## src/rtl/connect_four_turn_controller.sv

```systemverilog
// Connect Four turn sequencer and board owner.
// Validates human drops, commits AI drops, detects wins and draws.
module connect_four_turn_controller #(
    parameter int unsigned AI_SETTLE = 2,
    parameter bit          AI_FIRST  = 1'b0
) (
    input  logic        clk,
    input  logic        reset,
    input  logic        newGame,
    input  logic        humanValid,
    input  logic [2:0]  humanCol,
    output logic        humanReady,
    output logic        illegalMove,
    input  logic [3:0]  aiMove,
    input  logic [4:0]  aiScore,
    output logic [83:0] gameState,
    output logic        aiMoveValid,
    output logic [2:0]  aiMoveCol,
    output logic        gameOver,
    output logic [1:0]  winner,
    output logic [5:0]  turnCount
);

    typedef enum logic [2:0] {
        S_HUMAN,
        S_HCHECK,
        S_AI_WAIT,
        S_AI_PLACE,
        S_ACHECK,
        S_DONE
    } state_e;

    localparam state_e     START     = AI_FIRST ? S_AI_WAIT : S_HUMAN;
    localparam logic [3:0] SETTLE_LD = 4'(AI_SETTLE - 1);
    localparam logic [5:0] CELLS     = 6'd42;

    state_e            state_q, state_d;
    logic [3:0]        cnt_q, cnt_d;
    logic [83:0]       board_q, board_d;
    logic [6:0][2:0]   h_q, h_d;
    logic [5:0]        turn_q, turn_d;
    logic [1:0]        winner_q, winner_d;
    logic [2:0]        aicol_q, aicol_d;
    logic              illegal_q, illegal_d;
    logic              aivalid_q, aivalid_d;
    logic              claim_unused_q, claim_unused_d;

    logic              clear;
    logic [6:0]        full;
    logic [7:0]        bad_col;
    logic [2:0]        hrow;
    logic [2:0]        lowest;
    logic [2:0]        acol;
    logic [2:0]        arow;
    logic              hum_ok;
    logic [6:0]        h_bit;
    logic [6:0]        a_bit;
    logic [5:0]        turn_inc;
    logic [5:0][6:0]   grid_a;
    logic [5:0][6:0]   grid_h;
    logic              win_a;
    logic              win_h;
    logic              board_full;

    // Scan all 69 four-cell windows of one player's occupancy grid.
    function automatic logic four_in_row(input logic [5:0][6:0] g);
        logic hit;
        hit = 1'b0;
        for (int r = 0; r < 6; r++)
            for (int c = 0; c < 4; c++)
                hit |= g[r][c] & g[r][c+1] & g[r][c+2] & g[r][c+3];
        for (int r = 0; r < 3; r++)
            for (int c = 0; c < 7; c++)
                hit |= g[r][c] & g[r+1][c] & g[r+2][c] & g[r+3][c];
        for (int r = 0; r < 3; r++)
            for (int c = 0; c < 4; c++)
                hit |= g[r][c] & g[r+1][c+1] & g[r+2][c+2] & g[r+3][c+3];
        for (int r = 0; r < 3; r++)
            for (int c = 3; c < 7; c++)
                hit |= g[r][c] & g[r+1][c-1] & g[r+2][c-2] & g[r+3][c-3];
        return hit;
    endfunction

    assign clear      = reset | newGame;
    assign bad_col    = {1'b1, full};
    assign hum_ok     = !bad_col[humanCol];
    assign h_bit      = 7'(hrow) * 7'd14 + {3'b000, humanCol, 1'b1};
    assign a_bit      = 7'(arow) * 7'd14 + {3'b000, acol, 1'b0};
    assign turn_inc   = (turn_q < CELLS) ? turn_q + 6'd1 : turn_q;
    assign board_full = (turn_q == CELLS);
    assign win_a      = four_in_row(grid_a);
    assign win_h      = four_in_row(grid_h);

    // Split the packed board into per-player occupancy grids.
    always_comb begin
        grid_a = '0;
        grid_h = '0;
        for (int r = 0; r < 6; r++) begin
            for (int c = 0; c < 7; c++) begin
                grid_a[r][c] = board_q[r*14 + 2*c];
                grid_h[r][c] = board_q[r*14 + 2*c + 1];
            end
        end
    end

    // Column fullness and the landing row of the requested human column.
    always_comb begin
        full = '0;
        hrow = '0;
        for (int c = 0; c < 7; c++) begin
            full[c] = (h_q[c] == 3'd6);
            if (humanCol == 3'(c)) hrow = h_q[c];
        end
    end

    // AI column with fallback to the lowest open column, plus its row.
    always_comb begin
        lowest = '0;
        arow   = '0;
        for (int c = 6; c >= 0; c--) begin
            if (!full[c]) lowest = 3'(c);
        end
        if (aiMove <= 4'd6 && !bad_col[aiMove[2:0]]) acol = aiMove[2:0];
        else acol = lowest;
        for (int c = 0; c < 7; c++) begin
            if (acol == 3'(c)) arow = h_q[c];
        end
    end

    // FSM state and settle counter register.
    always_ff @(posedge clk) begin
        if (reset) begin
            state_q <= START;
            cnt_q   <= SETTLE_LD;
        end else begin
            state_q <= state_d;
            cnt_q   <= cnt_d;
        end
    end

    // FSM next-state logic.
    always_comb begin
        state_d = state_q;
        cnt_d   = cnt_q;
        if (clear) begin
            state_d = START;
            cnt_d   = SETTLE_LD;
        end else begin
            unique case (state_q)
                S_HUMAN: begin
                    if (humanValid && hum_ok) state_d = S_HCHECK;
                end
                S_HCHECK: begin
                    if (win_h || board_full) begin
                        state_d = S_DONE;
                    end else begin
                        state_d = S_AI_WAIT;
                        cnt_d   = SETTLE_LD;
                    end
                end
                S_AI_WAIT: begin
                    if (cnt_q == 4'd0) state_d = S_AI_PLACE;
                    else cnt_d = cnt_q - 4'd1;
                end
                S_AI_PLACE: state_d = S_ACHECK;
                S_ACHECK: begin
                    if (win_a || board_full) state_d = S_DONE;
                    else state_d = S_HUMAN;
                end
                S_DONE: state_d = S_DONE;
                default: state_d = START;
            endcase
        end
    end

    // FSM outputs decoded straight from state.
    always_comb begin
        humanReady = (state_q == S_HUMAN);
        gameOver   = (state_q == S_DONE);
    end

    // Board, heights, counters and pulses: next values per state.
    always_comb begin
        board_d        = board_q;
        h_d            = h_q;
        turn_d         = turn_q;
        winner_d       = winner_q;
        aicol_d        = aicol_q;
        illegal_d      = 1'b0;
        aivalid_d      = 1'b0;
        claim_unused_d = claim_unused_q;
        if (clear) begin
            board_d        = '0;
            h_d            = '0;
            turn_d         = '0;
            winner_d       = '0;
            aicol_d        = '0;
            claim_unused_d = 1'b0;
        end else begin
            unique case (state_q)
                S_HUMAN: begin
                    if (humanValid && hum_ok) begin
                        board_d[h_bit] = 1'b1;
                        turn_d         = turn_inc;
                        for (int c = 0; c < 7; c++) begin
                            if (humanCol == 3'(c)) h_d[c] = h_q[c] + 3'd1;
                        end
                    end else if (humanValid) begin
                        illegal_d = 1'b1;
                    end
                end
                S_HCHECK: begin
                    if (win_h) winner_d = 2'b10;
                end
                S_AI_PLACE: begin
                    if (!(&full)) begin
                        board_d[a_bit] = 1'b1;
                        turn_d         = turn_inc;
                        for (int c = 0; c < 7; c++) begin
                            if (acol == 3'(c)) h_d[c] = h_q[c] + 3'd1;
                        end
                        aicol_d   = acol;
                        aivalid_d = 1'b1;
                    end
                    claim_unused_d = (aiScore == 5'd30);
                end
                S_ACHECK: begin
                    if (win_a) winner_d = 2'b01;
                end
                default: begin
                end
            endcase
        end
    end

    // Datapath registers.
    always_ff @(posedge clk) begin
        if (reset) begin
            board_q        <= '0;
            h_q            <= '0;
            turn_q         <= '0;
            winner_q       <= '0;
            aicol_q        <= '0;
            illegal_q      <= 1'b0;
            aivalid_q      <= 1'b0;
            claim_unused_q <= 1'b0;
        end else begin
            board_q        <= board_d;
            h_q            <= h_d;
            turn_q         <= turn_d;
            winner_q       <= winner_d;
            aicol_q        <= aicol_d;
            illegal_q      <= illegal_d;
            aivalid_q      <= aivalid_d;
            claim_unused_q <= claim_unused_d;
        end
    end

    assign gameState   = board_q;
    assign illegalMove = illegal_q;
    assign aiMoveValid = aivalid_q;
    assign aiMoveCol   = aicol_q;
    assign winner      = winner_q;
    assign turnCount   = turn_q;

endmodule
```

## config.mk

```make
export PLATFORM = sky130hd
export DESIGN_NAME = connect_four_turn_controller
export DESIGN_NICKNAME = d
export VERILOG_FILES = /design/src/rtl/connect_four_turn_controller.sv
export SDC_FILE = /design/constraint.sdc
export NUM_CORES = 1
export LEC_CHECK = 0
export CAP_MARGIN = 20
export CORE_ASPECT_RATIO = 1.2
export CORE_MARGIN = 1
export CORE_UTILIZATION = 55
export CTS_CLUSTER_SIZE = 30
export DETAILED_ROUTE_END_ITERATION = 6
export GPL_TIMING_DRIVEN = 0
export HOLD_SLACK_MARGIN = 0.06
export PLACE_DENSITY = 0.81
export SLEW_MARGIN = 10
export SYNTH_ARGS = -nofsm -noshare
export SYNTH_HDL_FRONTEND = slang
export SYNTH_SLANG_ARGS = --single-unit
```

## constraint.sdc

```tcl
create_clock -name clk -period 6 [get_ports clk]
set_clock_uncertainty 0.2 [all_clocks]
set_input_delay 0.6 -clock clk [delete_from_list [all_inputs] [get_ports clk]]
set_output_delay 0.6 -clock clk [all_outputs]
set_load 0.05 [all_outputs]
```

==> results.ini, run 1 <==
[critical_path]
r2r_end=gameState[62]
critPathRequiredTime_ps=6150
path_max_fanout=10
rr_worst_depth=20
arrival_ps=5880
cp-start-kind=flip-flop
rr_startpoint=h_q[6]
worstSetupPathType=flip-flop to flip-flop
cp-end-kind=flip-flop
r2r_setup_slack_ps=270

[drt]
drt-total-wl_mm=24.69
drc=0
viasPerCell=6.520
wire_per_inst_um=20.17
vias=7980
drt_first_pass_iters=5
drtIter0Drc=722
ant_nets=0

[cells_and_area]
nFillCells=1080
utilization=0.7257
stdcell_area_sq_mm=0.009275
diodes=0
drive_above_1_share=0.06509
seq_area_sq_mm=0.002504
multi_input_area_sq_mm=0.004508
fin_nets=1105
area_growth_pct=27.07

[synthesis]
synthFlopType=dfxtp_1
netlist_area_sq_mm=0.007300
synth-async-reset-ratio=0
synth_top_area_cell=dfxtp_1
yosys_warnings=0
synth_edf_count=0
ys_ff_latch=125
synth_top_area_share=0.3428
synthDistinctLibCells=69
syn_nets=975
syn-instance-count=917
avgSynthCellArea_sq_um=7.960
yosys-top-cells-area=dfxtp_1, a31oi_1, nor2_1
yosysSeqAreaShare=0.3428

[clock_network]
root_buffer=clkbuf_16
clock-sinks=125
clock_latency_ps=430
cts_buffers=17
cts.path.max_buffers=2
clkTransAtPathRegs_ps=60
cts_htree_levels=4
cts_tree=built
holdBufCountCts=0

[global_routing]
grt_overflow_total=0
grt_first_pass_wirelength_mm=39.16
grt_pass1_vias=7315
grt_antenna_before_repair=0
grt_max_degree=17
track_usage=0.3689

[min_path]
hold_path_end=winner[0]
holdPathStages=2
hp-class=flip-flop to flip-flop
hp-start=winner[0]

[die]
num_rows=45
ios=115
coreArea_sq_mm=0.01278
die_w_um=107.2
die_area_sq_mm=0.01374
die_y_um=128.2
start_util=0.5711

[status]
outcome=finished, final reports clean

[sta]
fin_tns_setup_ps=0
rsz0062_at_grt=false
worst_pin_slew_ps=1018
finalSetupViolations=0
finalHoldViolCount=0
finalWorstSetupSlack_ps=271.0
timing.fmax_mhz=174.5
slew_violations=0
finalCriticalPeriod_ps=5729
finalCritPeriodShare=0.9548
relSlewSlack=0.3164

[power]
vdd.ir_drop.worst_mv=0.1894
p_leak_nw=3.439
power_w=0.002200
pwr_density_cell_mw_per_mm2=237.2

[placed_design]
dp_slack_ps=-538.0
gp_congestion=0.9923
place_hpwl_mm=17.90
port_buffers=109
place_area_sq_mm=0.008596

[flow_run]
maxCapViolations=0

[worst max-delay path by stage]
stage                   start             to  cells past startpoint
global route           h_q[9]  gameState[80]                     20
floorplan              h_q[6]  gameState[18]                     20
detailed placement  aiMove[0]   gameState[4]                     19
CTS                    h_q[6]  gameState[76]                     21
global placement    aiMove[0]   gameState[4]                     19
finish                 h_q[6]  gameState[62]                     20
[Yosys cell counts, types with 3 or more instances]
cell / instances
nand2b_1: 5
clkbuf_1: 41
dfxtp_1: 125
a22oi_1: 14
o21a_1: 3
nand2_1: 65
o21ai_0: 31
xnor2_1: 9
buf_1: 3
fa_1: 8
a21oi_1: 51
nor3_1: 17
a211oi_1: 9
inv_1: 38
or4_1: 6
or3_1: 8
a21o_1: 5
o2111ai_1: 18
a2111oi_0: 3
o31ai_1: 10
nor4_1: 5
and2_1: 8
and3_1: 15
o22ai_1: 3
a31o_2: 3
buf_2: 4
nand3_1: 62
nor2b_1: 10
o211ai_1: 26
a31oi_1: 81
xor2_1: 7
mux4_2: 3
mux2_2: 3
ha_1: 34
nand4_1: 11
mux2i_1: 10
nor2_1: 122
[registers in the layout, indices dropped and copies added (netlist names)]
signal       count
aiMoveCol        3
aiMoveValid      1
cnt_q            4
gameState       84
h_q             21
illegalMove      1
state_q          3
turnCount        6
winner           2
[cell usage in the layout (no fill, tap or decap), types with 6 or more instances in the layout]
cell	netlist	routed
o211ai_1	26	26
fa_1	8	8
a21oi_1	51	49
clkbuf_16	0	17
clkinv_2	0	6
a211oi_1	9	9
ha_1	34	34
xnor2_1	9	9
clkbuf_1	41	34
and3_1	15	14
clkdlybuf4s50_1	0	109
nand2_1	65	65
o2111ai_1	18	18
nand3_1	62	62
o21ai_0	31	31
o31ai_1	10	10
xor2_1	7	7
nor3_1	17	17
nor2_1	122	121
nand4_1	11	11
and2_1	8	8
or4_1	6	6
dfxtp_1	125	124
nor2b_1	10	10
mux2i_1	10	10
or3_1	8	8
inv_1	38	38
a22oi_1	14	13
a31oi_1	81	81
[worst max-delay path, cell delays in order, from the launching register on]
cell and delay [ps]:
dfxtp_2 380, inv_1 70, ha_1 290, nand2_1 160
o211ai_1 140, a2111oi_1 720, a21oi_4 160, inv_2 250
a21oi_1 150, o21ai_0 300, nand3_1 200, fa_1 480
ha_1 240, fa_1 550, inv_1 100, o32a_1 330
o21ai_0 220, and3_4 270, clkbuf_4 230, a31oi_1 100
nor2_1 130
[metrics by stage]
stage / cells / hold slack (ps)
2_1_floorplan: 917 / 278.8
3_3_place_gp: 1190 / 263.5
3_5_place_dp: 1190 / 270.1
4_1_cts: 1222 / 277.5
5_1_grt: 1224 / 306.3
6_report: 1224 / 271.9
[per-layer routing]
layer / part of all wire / routed length, um / global-route usage / up-vias
li1: - / - / - / 3701
met1: 0.39 / 9557 / 0.4600 / 3682
met2: 0.46 / 11390 / 0.5825 / 489
met3: 0.095 / 2355 / 0.07931 / 108
met4: 0.056 / 1388 / 0.2224 / 0
met5: 0 / 0 / 0 / -
[area by class of cell]
type | instances | area share
timing repair buffer | 112 | 0.1201
tap | 164 | 0.02212
clock buffer | 20 | 0.04816
sequential | 125 | 0.2699
buffer | 47 | 0.02185
inverter | 40 | 0.01619
multi-input combinational | 704 | 0.4860
clock inverter | 12 | 0.01565
[kinds of logic (layout without fill, tap and decap cells)]
kind of cell / count (synthesis) / after routing / share of synthesized area
AND/OR/NAND/NOR: 346 / 346 / 0.2233
AO/OA/AOI/OAI: 284 / 284 / 0.2609
flip-flops: 125 / 125 / 0.3428
buffers and inverters: 88 / 231 / 0.04594
adder cells (fa/ha/maj): 42 / 42 / 0.08022
XOR/XNOR: 16 / 16 / 0.01920
multiplexers: 16 / 16 / 0.02760
[power by group]
| part | switching [W] | internal (W) |
|---|---|---|
| clock | 0.000375 | 0.000659 |
| combinational | 0.000218 | 0.000103 |
| sequential | 0.00000906 | 0.000836 |
| total | 0.000602 | 0.00160 |
[what timing repair did]
item / 4_1_cts / 5_1_grt
resized for setup: 8 / 26
endpoints found under the setup margin: 32 / 53
buffers inserted: 0 / 3
pin swaps: 0 / 2
No activity file was read; power rests on OpenSTA's default activity.
==> inputs of run 2 (changes only) <==
CAP_MARGIN = unset   (was 20)
==> results of run 2 <==
No change in the layout: final DEF, timing and power equal those of run 1.
==> inputs of run 3 (changes only) <==
--- a/constraint.sdc
+++ b/constraint.sdc
@@ -4,2 +4,2 @@
 set_output_delay 0.6 -clock clk [all_outputs]
-set_load 0.05 [all_outputs]
+set_load 0.02 [all_outputs]
==> results of run 3 <==
The final DEF is identical to that of run 1. Status: finished, final reports clean.
Among the figures that moved: total power 0.002200 W -> 0.002193 W; worst IR drop on VDD 0.1894 mV -> 0.1893 mV
